**config.mk**
```make
export PLATFORM = sky130hd
export DESIGN_NAME = serial_sub_flat
export DESIGN_NICKNAME = d
export VERILOG_FILES = /design/src/rtl/serial_sub_if.sv /design/src/rtl/serial_sub.sv /design/src/flat_wrapper.sv
export SDC_FILE = /design/constraint.sdc
export NUM_CORES = 1
export LEC_CHECK = 0
export ABC_CLOCK_PERIOD_IN_PS = 1900
export CAP_MARGIN = 25
export CORE_ASPECT_RATIO = 1.1
export CORE_UTILIZATION = 35
export CTS_CLUSTER_SIZE = 40
export DETAILED_ROUTE_END_ITERATION = 16
export PLACE_DENSITY = 0.72
export SLEW_MARGIN = 20
export SYNTH_ARGS = -nofsm -noshare
export SYNTH_HDL_FRONTEND = slang
export SYNTH_SLANG_ARGS = --single-unit
export TNS_END_PERCENT = 50
```
**constraint.sdc**
```tcl
create_clock -name CLK -period 1.9 [get_ports CLK]
set_clock_uncertainty 0.05 [all_clocks]
set_input_delay 0.57 -clock CLK [delete_from_list [all_inputs] [get_ports CLK]]
set_output_delay 0.57 -clock CLK [all_outputs]
set_load 0.01 [all_outputs]
```
**src/rtl/serial_sub_if.sv**
```systemverilog
// Handshake and operand/result bundle for the bit-serial subtractor.
interface serial_sub_if #(
  parameter int unsigned WIDTH = 8
) ();
  logic             START;
  logic [WIDTH-1:0] A;
  logic [WIDTH-1:0] B;
  logic             BIN;
  logic             BUSY;
  logic             DONE;
  logic [WIDTH-1:0] D;
  logic             BOUT;
  logic             ZERO;
  logic             DS;

  // Requester side: drives operands and START, observes status and result.
  modport master (
    output START, A, B, BIN,
    input  BUSY, DONE, D, BOUT, ZERO, DS
  );

  // Subtractor side.
  modport slave (
    input  START, A, B, BIN,
    output BUSY, DONE, D, BOUT, ZERO, DS
  );
endinterface

```
**src/rtl/serial_sub.sv**
```systemverilog
// Bit-serial LSB-first subtractor: D = A - B - BIN over WIDTH cycles, one
// full-subtractor bit per cycle with the borrow held in a flop.
module serial_sub #(
  parameter int unsigned WIDTH = 8,
  parameter int unsigned CW    = $clog2(WIDTH)
) (
  input logic         CLK,
  input logic         RN,
  serial_sub_if.slave bus
);

  localparam logic [1:0] IDLE  = 2'd0;
  localparam logic [1:0] SHIFT = 2'd1;
  localparam logic [1:0] FIN   = 2'd2;

  logic [1:0]       state_q,  state_nxt;
  logic [WIDTH-1:0] op_a_q,   op_a_nxt;
  logic [WIDTH-1:0] op_b_q,   op_b_nxt;
  logic             borrow_q, borrow_nxt;
  logic [CW-1:0]    cnt_q,    cnt_nxt;
  logic [WIDTH-1:0] d_q,      d_nxt;
  logic             bout_q,   bout_nxt;
  logic             zero_q,   zero_nxt;
  logic             busy_q,   busy_nxt;
  logic             done_q,   done_nxt;

  logic             bit_a, bit_b, bit_c;
  logic             diff_c;
  logic             borrow_new;
  logic [WIDTH-1:0] d_shift;

  // Full-subtractor cell on the current LSBs and held borrow.
  always_comb begin
    bit_a      = op_a_q[0];
    bit_b      = op_b_q[0];
    bit_c      = borrow_q;
    diff_c     = bit_a ^ bit_b ^ bit_c;
    borrow_new = (~bit_a & bit_b) | (~bit_a & bit_c) | (bit_b & bit_c);
    d_shift    = {diff_c, d_q[WIDTH-1:1]};
  end

  // Next-state and datapath update.
  always_comb begin
    state_nxt  = state_q;
    op_a_nxt   = op_a_q;
    op_b_nxt   = op_b_q;
    borrow_nxt = borrow_q;
    cnt_nxt    = cnt_q;
    d_nxt      = d_q;
    bout_nxt   = bout_q;
    zero_nxt   = zero_q;

    case (state_q)
      IDLE: begin
        if (bus.START) begin
          op_a_nxt   = bus.A;
          op_b_nxt   = bus.B;
          borrow_nxt = bus.BIN;
          cnt_nxt    = '0;
          d_nxt      = '0;
          state_nxt  = SHIFT;
        end
      end
      SHIFT: begin
        d_nxt      = d_shift;
        op_a_nxt   = {1'b0, op_a_q[WIDTH-1:1]};
        op_b_nxt   = {1'b0, op_b_q[WIDTH-1:1]};
        borrow_nxt = borrow_new;
        if (cnt_q == CW'(WIDTH - 1)) begin
          // Last bit: return the counter to zero rather than wrapping.
          cnt_nxt   = '0;
          bout_nxt  = borrow_new;
          zero_nxt  = (d_shift == '0);
          state_nxt = FIN;
        end else begin
          cnt_nxt = cnt_q + CW'(1);
        end
      end
      FIN: begin
        state_nxt = IDLE;
      end
      default: begin
        state_nxt = IDLE;
      end
    endcase

    busy_nxt = (state_nxt != IDLE);
    done_nxt = (state_nxt == FIN);
  end

  // State and datapath registers with synchronous active-low reset.
  always_ff @(posedge CLK) begin
    if (!RN) begin
      state_q  <= IDLE;
      op_a_q   <= '0;
      op_b_q   <= '0;
      borrow_q <= 1'b0;
      cnt_q    <= '0;
      d_q      <= '0;
      bout_q   <= 1'b0;
      zero_q   <= 1'b0;
      busy_q   <= 1'b0;
      done_q   <= 1'b0;
    end else begin
      state_q  <= state_nxt;
      op_a_q   <= op_a_nxt;
      op_b_q   <= op_b_nxt;
      borrow_q <= borrow_nxt;
      cnt_q    <= cnt_nxt;
      d_q      <= d_nxt;
      bout_q   <= bout_nxt;
      zero_q   <= zero_nxt;
      busy_q   <= busy_nxt;
      done_q   <= done_nxt;
    end
  end

  // Output drive; DS is the live difference bit, gated to SHIFT.
  assign bus.BUSY = busy_q;
  assign bus.DONE = done_q;
  assign bus.D    = d_q;
  assign bus.BOUT = bout_q;
  assign bus.ZERO = zero_q;
  assign bus.DS   = (state_q == SHIFT) ? diff_c : 1'b0;

endmodule
```
**src/flat_wrapper.sv**
```systemverilog
// flat-port wrapper written by rule: the top's interface ports become plain ports
module serial_sub_flat 
#(
  parameter int unsigned WIDTH = 8,
  parameter int unsigned CW    = $clog2(WIDTH)
)
  (CLK, RN, bus_START, bus_A, bus_B, bus_BIN, bus_BUSY, bus_DONE, bus_D, bus_BOUT, bus_ZERO, bus_DS);
  serial_sub_if #(.WIDTH(WIDTH)) bus_i ();
  input logic CLK;
  input logic RN;
  input wire logic [$bits(bus_i.START)-1:0] bus_START;
  input wire logic [$bits(bus_i.A)-1:0] bus_A;
  input wire logic [$bits(bus_i.B)-1:0] bus_B;
  input wire logic [$bits(bus_i.BIN)-1:0] bus_BIN;
  output wire logic [$bits(bus_i.BUSY)-1:0] bus_BUSY;
  output wire logic [$bits(bus_i.DONE)-1:0] bus_DONE;
  output wire logic [$bits(bus_i.D)-1:0] bus_D;
  output wire logic [$bits(bus_i.BOUT)-1:0] bus_BOUT;
  output wire logic [$bits(bus_i.ZERO)-1:0] bus_ZERO;
  output wire logic [$bits(bus_i.DS)-1:0] bus_DS;
  assign bus_i.START = bus_START;
  assign bus_i.A = bus_A;
  assign bus_i.B = bus_B;
  assign bus_i.BIN = bus_BIN;
  assign bus_BUSY = bus_i.BUSY;
  assign bus_DONE = bus_i.DONE;
  assign bus_D = bus_i.D;
  assign bus_BOUT = bus_i.BOUT;
  assign bus_ZERO = bus_i.ZERO;
  assign bus_DS = bus_i.DS;
  serial_sub #(.WIDTH(WIDTH), .CW(CW)) u_core (.CLK(CLK), .RN(RN), .bus(bus_i));
endmodule
```
## Word-level counts from Yosys, hierarchy flattened

Cells that the tools add are included.

- Add/sub/neg operators: 1
- Eq/ne operators: 4
- Multiplexer cells: 15
- Bitwise operators: 8
- Reduce and logical (&&, ||, !) cells: 6

Operators with widths:

| cell | number |
|---|---|
| $pmux W8 S2 | 3 |
| $mux W8 | 3 |
| $logic_not A8 Y1 | 1 |
| $mux W3 | 2 |
| $pmux W3 S2 | 1 |
| $mux W2 | 2 |
| $pmux W2 S2 | 1 |
| $reduce_and A2 Y1 | 2 |
| $reduce_bool A2 Y1 | 2 |
| $add A3 B1 Y3 const B | 1 |
| $and A1 B1 Y1 | 3 |
| $eq A3 B3 Y1 const B | 1 |
| $eq A2 B1 Y1 const B | 1 |
| $eq A2 B2 Y1 const B | 1 |
| $logic_not A2 Y1 | 1 |
| $mux W1 | 2 |
| $ne A2 B2 Y1 const B | 1 |
| $or A1 B1 Y1 | 2 |
| $pmux W1 S2 | 1 |
| $xor A1 B1 Y1 | 2 |
| $not A1 Y1 | 1 |

- Flip-flop bits (word level): 34
- Bits of input ports: 20
- Output and inout bits: 13
- Word-level logic and storage cells: 44

## Longest topological paths before layout

Gate-level depths: netlist (run 1).

- Word-level depth: 5
- Depth in mapped cells: 6
- Depth with buffers taken out: 5

## Worst setup path after synthesis (run 1)

OpenSTA, ideal clock, no wires.

- Kind: register -> output
- From: register u_core.borrow_q, in the netlist u_core.bit_c
- To: output bus_DS
- Arrival: 1063 ps
- Path slack: 217 ps
- Stages on the path, launching flop included: 4
- Cells stage by stage: dfxtp_1 -> inv_1 -> fa_1 -> and2_1

- Cells in the longest elaborated chain, start to end: 2

Ends and longest elaborated chain:

| what | line | RTL |
|---|---|---|
| start, declared | serial_sub.sv:19 | `logic borrow_q, borrow_nxt;` |
| start signal, assigned | serial_sub.sv:108 | `borrow_q <= borrow_nxt;` |
| $xor A1 B1 Y1 | serial_sub.sv:37 | `diff_c = bit_a ^ bit_b ^ bit_c;` |
| $mux W1 | serial_sub.sv:124 | `assign bus.DS = (state_q == SHIFT) ? diff_c : 1'b0;` |
| end, declared | flat_wrapper.sv:20 | `output wire logic [$bits(bus_i.DS)-1:0] bus_DS;` |

Every way passes these cells.

## Final worst setup path (run 1)

Ends and elaborated chain as after synthesis.

==> impl_metrics.py, run 1 <==
metrics = {
    "outcome": {
        "result_of_the_run": "finished with violations",
        "failing_checks": "setup timing",
    },
    "cts": {
        "cts_made_buffers": 5,
        "clock_path_buffers": 2,
        "cts.htree.levels": 2,
        "reg_clk_slew_reported_paths_ps": 60,
        "clock_insertion_delay_worst_skew_ps": 290,
        "cts_tree": "done",
        "clock_tree.root_cell": "sky130_fd_sc_hd__clkbuf_8",
        "tritoncts_num_sinks": 34,
    },
    "routing": {
        "detail_route.wl_per_cell_um": 12.3,
        "ant_nets": 0,
        "post-route-drc-count": 0,
        "vias": 1243,
        "drt_wl_total_mm": 3.07,
        "first_pass_iters": 4,
        "vias_per_cell": 4.99,
        "drtIter0Drc": 51,
    },
    "logic_synthesis": {
        "post_synth_xor_area_fraction_pct": 0,
        "cell_variety_after_synth": 28,
        "syn-cell-area_sq_um": 1390,
        "synth_seq_area_share_pct": 49.0,
        "synthesis.nets": 181,
        "yosysWarnings": 0,
        "synth_adder_area_share_pct": 3.24,
        "synth_compound_area_share_pct": 27.3,
        "synth_mux_area_share_pct": 0,
        "avgSynthCellArea_sq_um": 8.79,
        "total_of_flip_flops_plus_latches_after_synthesis": 34,
        "synth_simple_gate_area_share_pct": 12.5,
        "synthesis.instances": 158,
        "synth_top_family_by_area": "compound AO/OA/AOI/OAI gates",
    },
    "grt": {
        "grt_start_max_net_pins": 27,
        "grt_pass1_wl_mm": 5.39,
        "grt.overflow.total": 0,
        "grt_antenna_before_repair": 0,
        "grt_util_all_layers_pct": 18.1,
        "grt_pass1_vias": 1210,
    },
    "placement": {
        "placed_area_sq_um": 1790,
        "dp_hpwl_mm": 2.08,
        "placed_cells_incl_taps": 240,
        "post-place-ws_ps": -260,
        "place_congestion": 0.762,
        "buffer_ports.inserted": 32,
    },
    "power_and_ir_drop": {
        "vdd_ir_drop_max_mv": 0.375,
        "power_frac_comb_pct": 16.2,
        "pwr_density_cell_nw_per_um2": 798,
        "sequentialPowerShare_pct": 50.9,
        "power_report.internal_total_mw": 1.13,
        "overall_power_mw": 1.51,
        "leakagePower_nw": 0.825,
        "p_sw_mw": 0.388,
        "sw_frac_of_total_pct": 25.6,
        "pwr-share-clk_pct": 33.0,
    },
    "setup_path": {
        "crit_chain": "inv_2, fa_1, and2_1, buf_2",
        "critPathSlowestCell": "sky130_fd_sc_hd__fa_1",
        "crit_fanout": 2,
        "rrSetupSlack_ps": 90,
        "kind_of_critical_path": "reg2out",
        "worst-endpoint-required_ps": 1280,
        "worstSetupStartpointType": "register",
        "timing.critical_path.to_type": "primary output",
        "worst_ep_arrival_ps": 1420,
        "worst_path_largest_cell_delay_ps": 540,
    },
    "layout": {
        "finish.cell_count_without_fillers": 249,
        "drive_above_1_share_pct": 15.1,
        "number_of_diodes": 0,
        "final_net_count": 222,
        "design_area_sq_um": 1900,
        "area_growth_syn_to_layout_pct": 36.7,
        "final_util_pct": 51.1,
        "fillCellCount": 361,
    },
    "run": {
        "max_capacitance_violation_total": 0,
    },
    "timing": {
        "timing.hold.ws_ps": 420,
        "setup_slack_ps": -144,
        "slew_viol_final": 0,
        "max_slew.worst_pin.slew_ps": 334,
        "tns_ps": -144,
        "period_share_pct": 108,
        "period_needed_ps": 2040,
        "max_slew_margin_pct": 77.7,
        "rsz0062_at_grt": "true",
        "report.final.setup_viol": 1,
        "report.final.hold_viol_count": 0,
        "clock.fmax_ghz": 0.489,
    },
    "floorplan": {
        "initial_standard_cell_utilization_of_the_core_pct": 37.4,
        "number_of_cell_rows": 23,
        "ioPinCount": 33,
        "die_height_um": 68.1,
        "chipWidth_um": 62.1,
        "core_area_sq_um": 3710,
        "die_area_sq_um": 4220,
    },
    "worst_hold_path": {
        "hold_class": "reg2reg",
    },
}
[cells in the mapped netlist]
library cell               count  area [sq um]
sky130_fd_sc_hd__a22oi_1      11          82.6
sky130_fd_sc_hd__a221oi_1      2          17.5
sky130_fd_sc_hd__nand2b_1      2          12.5
sky130_fd_sc_hd__inv_1         6          22.5
sky130_fd_sc_hd__nor2_1       13          48.8
sky130_fd_sc_hd__a32oi_1       1          8.76
sky130_fd_sc_hd__ha_1          2          25.0
sky130_fd_sc_hd__a311oi_2      1          15.0
sky130_fd_sc_hd__a21oi_1      29           145
sky130_fd_sc_hd__and2b_1       1          7.51
sky130_fd_sc_hd__nand4_1       1          6.26
sky130_fd_sc_hd__nor3b_1       1          7.51
sky130_fd_sc_hd__o21bai_2      1          11.3
sky130_fd_sc_hd__buf_6         4          45.0
sky130_fd_sc_hd__o22ai_1       1          6.26
sky130_fd_sc_hd__buf_2         4          20.0
sky130_fd_sc_hd__buf_4         1          7.51
sky130_fd_sc_hd__o21ai_0      15          75.1
sky130_fd_sc_hd__fa_1          1          20.0
sky130_fd_sc_hd__nor4_1        2          12.5
sky130_fd_sc_hd__and2_1        1          6.26
sky130_fd_sc_hd__nor3_1        2          10.0
sky130_fd_sc_hd__o21ba_2       1          10.0
sky130_fd_sc_hd__a211oi_1      1          7.51
sky130_fd_sc_hd__dfxtp_1      34           681
sky130_fd_sc_hd__clkbuf_1      4          15.0
sky130_fd_sc_hd__nand2_1      15          56.3
sky130_fd_sc_hd__or3_1         1          6.26
[cell type report]
class                   count  area [sq um]  area share, %
flip-flops and latches     34           683           36.0
multi-input cells         105           598           31.5
repair buffers             47           453           23.9
clock buffers               5          68.8           3.63
well taps                  50          62.6           3.30
inverters                   6          22.5           1.19
clock inverters             2          10.0          0.527
[layer usage]
layer | wire length, um | GRT usage, % | vias up
met1 | 1420 | 20.5 | 567
met2 | 1420 | 29.5 | 34
met4 | 69 | 9.17 | 0
li1 | - | - | 635
met5 | 0 | 0 | -
met3 | 158 | 6.24 | 7
[cells by family after synthesis]
family          after synthesis
fa+ha+maj                     3
buf+inv                      19
compound gates               63
simple gates                 39
flops                        34
[path summary, 6_finish.rpt]
check | start | end | cells past startpoint
worst max register to register | u_core.bit_c | u_core.bus.ZERO | 8
worst min register to register | u_core.cnt_q[0] | u_core.cnt_q[0] | 2
worst max-delay path | u_core.bit_c | bus_DS | 4
worst min-delay path | u_core.cnt_q[0] | u_core.cnt_q[0] | 2
[timing repair]
item	in CTS	in global routing
gates resized for setup	6	7
buffers inserted	1	1
hold buffers	0	0
setup endpoints to repair	1	6
pin swaps	1	1
[registers in the layout, summed over array words and instances, names as in the netlist]
name and flops:
u_core.state_q 2, u_core.bus.BUSY 1, u_core.bus.DONE 1, u_core.bus.D 8, u_core.bus.BOUT 1, u_core.op_b_q 8, u_core.op_a_q 8, u_core.cnt_q 3
u_core.bus.ZERO 1, u_core.bit_c 1
[cells in the final DEF (no fill, tap or decap), types with 2 or more instances in the layout]
| cell | Yosys | layout |
|---|---|---|
| sky130_fd_sc_hd__nor4_1 | 2 | 2 |
| sky130_fd_sc_hd__a22oi_1 | 11 | 11 |
| sky130_fd_sc_hd__ha_1 | 2 | 2 |
| sky130_fd_sc_hd__a21oi_1 | 29 | 29 |
| sky130_fd_sc_hd__nand2b_1 | 2 | 2 |
| sky130_fd_sc_hd__dfxtp_1 | 34 | 32 |
| sky130_fd_sc_hd__clkdlybuf4s50_1 | 0 | 26 |
| sky130_fd_sc_hd__dfxtp_2 | 0 | 2 |
| sky130_fd_sc_hd__nor3_1 | 2 | 2 |
| sky130_fd_sc_hd__clkbuf_8 | 0 | 5 |
| sky130_fd_sc_hd__dlymetal6s2s_1 | 0 | 5 |
| sky130_fd_sc_hd__nor2_1 | 13 | 13 |
| sky130_fd_sc_hd__clkinv_2 | 0 | 2 |
| sky130_fd_sc_hd__nand2_1 | 15 | 15 |
| sky130_fd_sc_hd__a221oi_1 | 2 | 2 |
| sky130_fd_sc_hd__o21ai_0 | 15 | 15 |
| sky130_fd_sc_hd__inv_1 | 6 | 4 |
| sky130_fd_sc_hd__buf_4 | 1 | 14 |
| sky130_fd_sc_hd__inv_2 | 0 | 2 |
[power groups by stage]
stage / Clock [mW] / Sequential (mW) / Combinational, mW
finish: 0.500 / 0.770 / 0.245
global route: 0.555 / 0.775 / 0.273
CTS: 0.510 / 0.769 / 0.236
detailed placement: 0 / 0.784 / 0.230
global placement: 0 / 0.783 / 0.229
floorplan: 0 / 0.782 / 0.133
[critical path: cells and delay by family, from the launching register on]
| kind | cells | cell delay (ps) |
|---|---|---|
| and+or+nand+nor | 1 | 120 |
| buffers and inverters | 2 | 160 |
| DFF | 1 | 320 |
| adders and majority gates | 1 | 540 |
No activity file was read; power rests on OpenSTA's default activity.
==> run 2, diff against run 1 <==
--- a/config.mk
+++ b/config.mk
@@ -8,10 +8,10 @@
 export ABC_CLOCK_PERIOD_IN_PS = 1900
 export CAP_MARGIN = 25
 export CORE_ASPECT_RATIO = 1.1
-export CORE_UTILIZATION = 35
+export CORE_UTILIZATION = 40
 export CTS_CLUSTER_SIZE = 40
 export DETAILED_ROUTE_END_ITERATION = 16
-export PLACE_DENSITY = 0.72
+export PLACE_DENSITY = 0.79
 export SLEW_MARGIN = 20
 export SYNTH_ARGS = -nofsm -noshare
 export SYNTH_HDL_FRONTEND = slang
==> impl_metrics.py, run 2 (synthesis gave the netlist of run 1 again) <==
metrics = {
    "outcome": {
        "result_of_the_run": "finished with violations",
        "failing_checks": "setup timing",
    },
    "timing": {
        "rsz0062_at_grt": "true",
        "report.final.setup_viol": 1,
        "slew_viol_final": 0,
        "max_slew.worst_pin.slew_ps": 330,
        "report.final.hold_viol_count": 0,
        "period_needed_ps": 2080,
        "tns_ps": -182,
        "setup_slack_ps": -182,
        "clock.fmax_ghz": 0.480,
        "period_share_pct": 110,
        "max_slew_margin_pct": 78.0,
    },
    "routing": {
        "vias_per_cell": 5.02,
        "post-route-drc-count": 0,
        "ant_nets": 0,
        "vias": 1239,
        "first_pass_iters": 4,
        "detail_route.wl_per_cell_um": 12.1,
        "drt_wl_total_mm": 2.99,
        "drtIter0Drc": 46,
    },
    "floorplan": {
        "chipWidth_um": 58.2,
        "number_of_cell_rows": 22,
        "die_area_sq_um": 3710,
        "core_area_sq_um": 3330,
        "ioPinCount": 33,
        "initial_standard_cell_utilization_of_the_core_pct": 41.7,
        "die_height_um": 63.8,
    },
    "grt": {
        "grt_antenna_before_repair": 0,
        "grt_start_max_net_pins": 27,
        "grt_util_all_layers_pct": 18.4,
        "grt_pass1_vias": 1157,
        "grt.overflow.total": 0,
        "grt_pass1_wl_mm": 5.23,
    },
    "setup_path": {
        "critical_path.reg2reg.endpoint": "u_core.bus.ZERO",
        "kind_of_critical_path": "reg2out",
        "crit_fanout": 2,
        "worst_ep_arrival_ps": 1460,
        "worstSetupStartpointType": "register",
        "worst-endpoint-required_ps": 1280,
        "rr_startpoint": "u_core.bit_c",
        "reg2reg_depth": 7,
        "critPathSlowestCell": "sky130_fd_sc_hd__fa_1",
        "worst_path_largest_cell_delay_ps": 460,
        "crit_chain": "inv_2, fa_1, and2_1, buf_2",
        "timing.critical_path.to_type": "primary output",
        "rrSetupSlack_ps": 170,
        "critical_path_buf_inv_count": 2,
        "path_delay_family": "adder cells",
        "worstSetupPathDepth": 4,
    },
    "worst_hold_path": {
        "min_path_cells": 2,
        "holdCritStartpoint": "u_core.cnt_q[0]",
        "hold_class": "reg2reg",
        "hold_end": "u_core.cnt_q[0]",
    },
    "layout": {
        "number_of_diodes": 0,
        "final_net_count": 221,
        "drive_above_1_share_pct": 17.6,
        "area_growth_syn_to_layout_pct": 36.8,
        "final_util_pct": 57.1,
        "final_cell_mix": "29 x sky130_fd_sc_hd__a21oi_1, 27 x sky130_fd_sc_hd__clkdlybuf4s50_1, 27 x sky130_fd_sc_hd__dfxtp_1",
        "layout_commonest_cell": "sky130_fd_sc_hd__a21oi_1",
    },
    "placement": {
        "buffer_ports.inserted": 32,
        "post-place-ws_ps": -249,
        "dp_hpwl_mm": 2.01,
        "place_congestion": 0.780,
    },
    "power_and_ir_drop": {
        "pwr_density_cell_nw_per_um2": 788,
        "overall_power_mw": 1.50,
        "leakagePower_nw": 0.795,
        "vdd_ir_drop_max_mv": 0.381,
    },
    "cts": {
        "post_cts_hold_buffer_count": 0,
        "reg_clk_slew_reported_paths_ps": 100,
        "cts_tree": "done",
        "cts_made_buffers": 5,
        "tritoncts_num_sinks": 34,
        "clock_path_buffers": 2,
        "clock_tree.root_cell": "sky130_fd_sc_hd__clkbuf_4",
        "clock_insertion_delay_worst_skew_ps": 330,
        "cts.htree.levels": 2,
    },
    "run": {
        "max_capacitance_violation_total": 0,
    },
}
==> run 2: changes by cell type in the layout (fill, tap and decap cells not counted) <==
cell	previous run	this run
sky130_fd_sc_hd__clkbuf_4	0	5
sky130_fd_sc_hd__dfxtp_2	2	7
sky130_fd_sc_hd__clkbuf_8	5	3
sky130_fd_sc_hd__dlygate4sd2_1	0	1
sky130_fd_sc_hd__dfxtp_1	32	27
sky130_fd_sc_hd__clkdlybuf4s50_1	26	27
sky130_fd_sc_hd__buf_12	1	2
sky130_fd_sc_hd__dlymetal6s2s_1	5	3
sky130_fd_sc_hd__buf_4	14	12
sky130_fd_sc_hd__clkinv_2	2	0
==> run 2: layout make-up <==
cell class                 instances  area (sq um)
sequential                        34           689
multi-input combinational        105           598
clock buffer                       8          78.8
inverter                           6          22.5
tap                               48          60.1
timing repair buffer              46           452
fill                             280          1430
==> run 2: repair_timing <==
item,4_1_cts,5_1_grt
endpoints found under the setup margin,4,6
setup buffers,0,2
gates resized for setup,11,6
hold endpoints to repair,0,0
cloned,0,0
pin swaps,1,2
==> run 2: metal layers <==
layer / part of all wire [%] / GRT usage (%) / routed length (um)
met1: 48 / 23.4 / 1430
met2: 48 / 28.2 / 1430
met3: 2.9 / 5.06 / 88
met4: 1.2 / 9.23 / 37
met5: 0 / 0 / 0
==> run 2: metrics by stage <==
| stage | cell area [sq um] | instances | hold WS, ps |
|---|---|---|---|
| 2_1_floorplan | 1390 | 158 | 395 |
| 3_3_place_gp | 1800 | 237 | 406 |
| 3_5_place_dp | 1800 | 237 | 421 |
| 4_1_cts | 1880 | 245 | 434 |
| 5_1_grt | 1900 | 247 | 482 |
| 6_report | 1900 | 247 | 431 |
==> run 2: how the worst max path moves through the flow <==
stage / from / endpoint / slack [ps]
finish: u_core.bit_c / bus_DS / -180
global route: u_core.bit_c / bus_DS / -240
CTS: u_core.op_a_q[0] / bus_DS / -180
detailed placement: u_core.bit_c / bus_DS / -250
global placement: u_core.bit_c / bus_DS / -250
floorplan: u_core.bit_c / bus_DS / 220
==> run 2: where the power goes <==
group / switching (mW) / internal, mW / leakage (nW)
sequential: 0.0205 / 0.752 / 0.282
clock: 0.231 / 0.253 / 0.0446
combinational: 0.113 / 0.128 / 0.468
==> run 2: tightest hold or removal path, cell delays in order (launching register included) <==
cell,delay (ps)
sky130_fd_sc_hd__dfxtp_1,330
sky130_fd_sc_hd__nand2_1,60
sky130_fd_sc_hd__a21oi_1,50
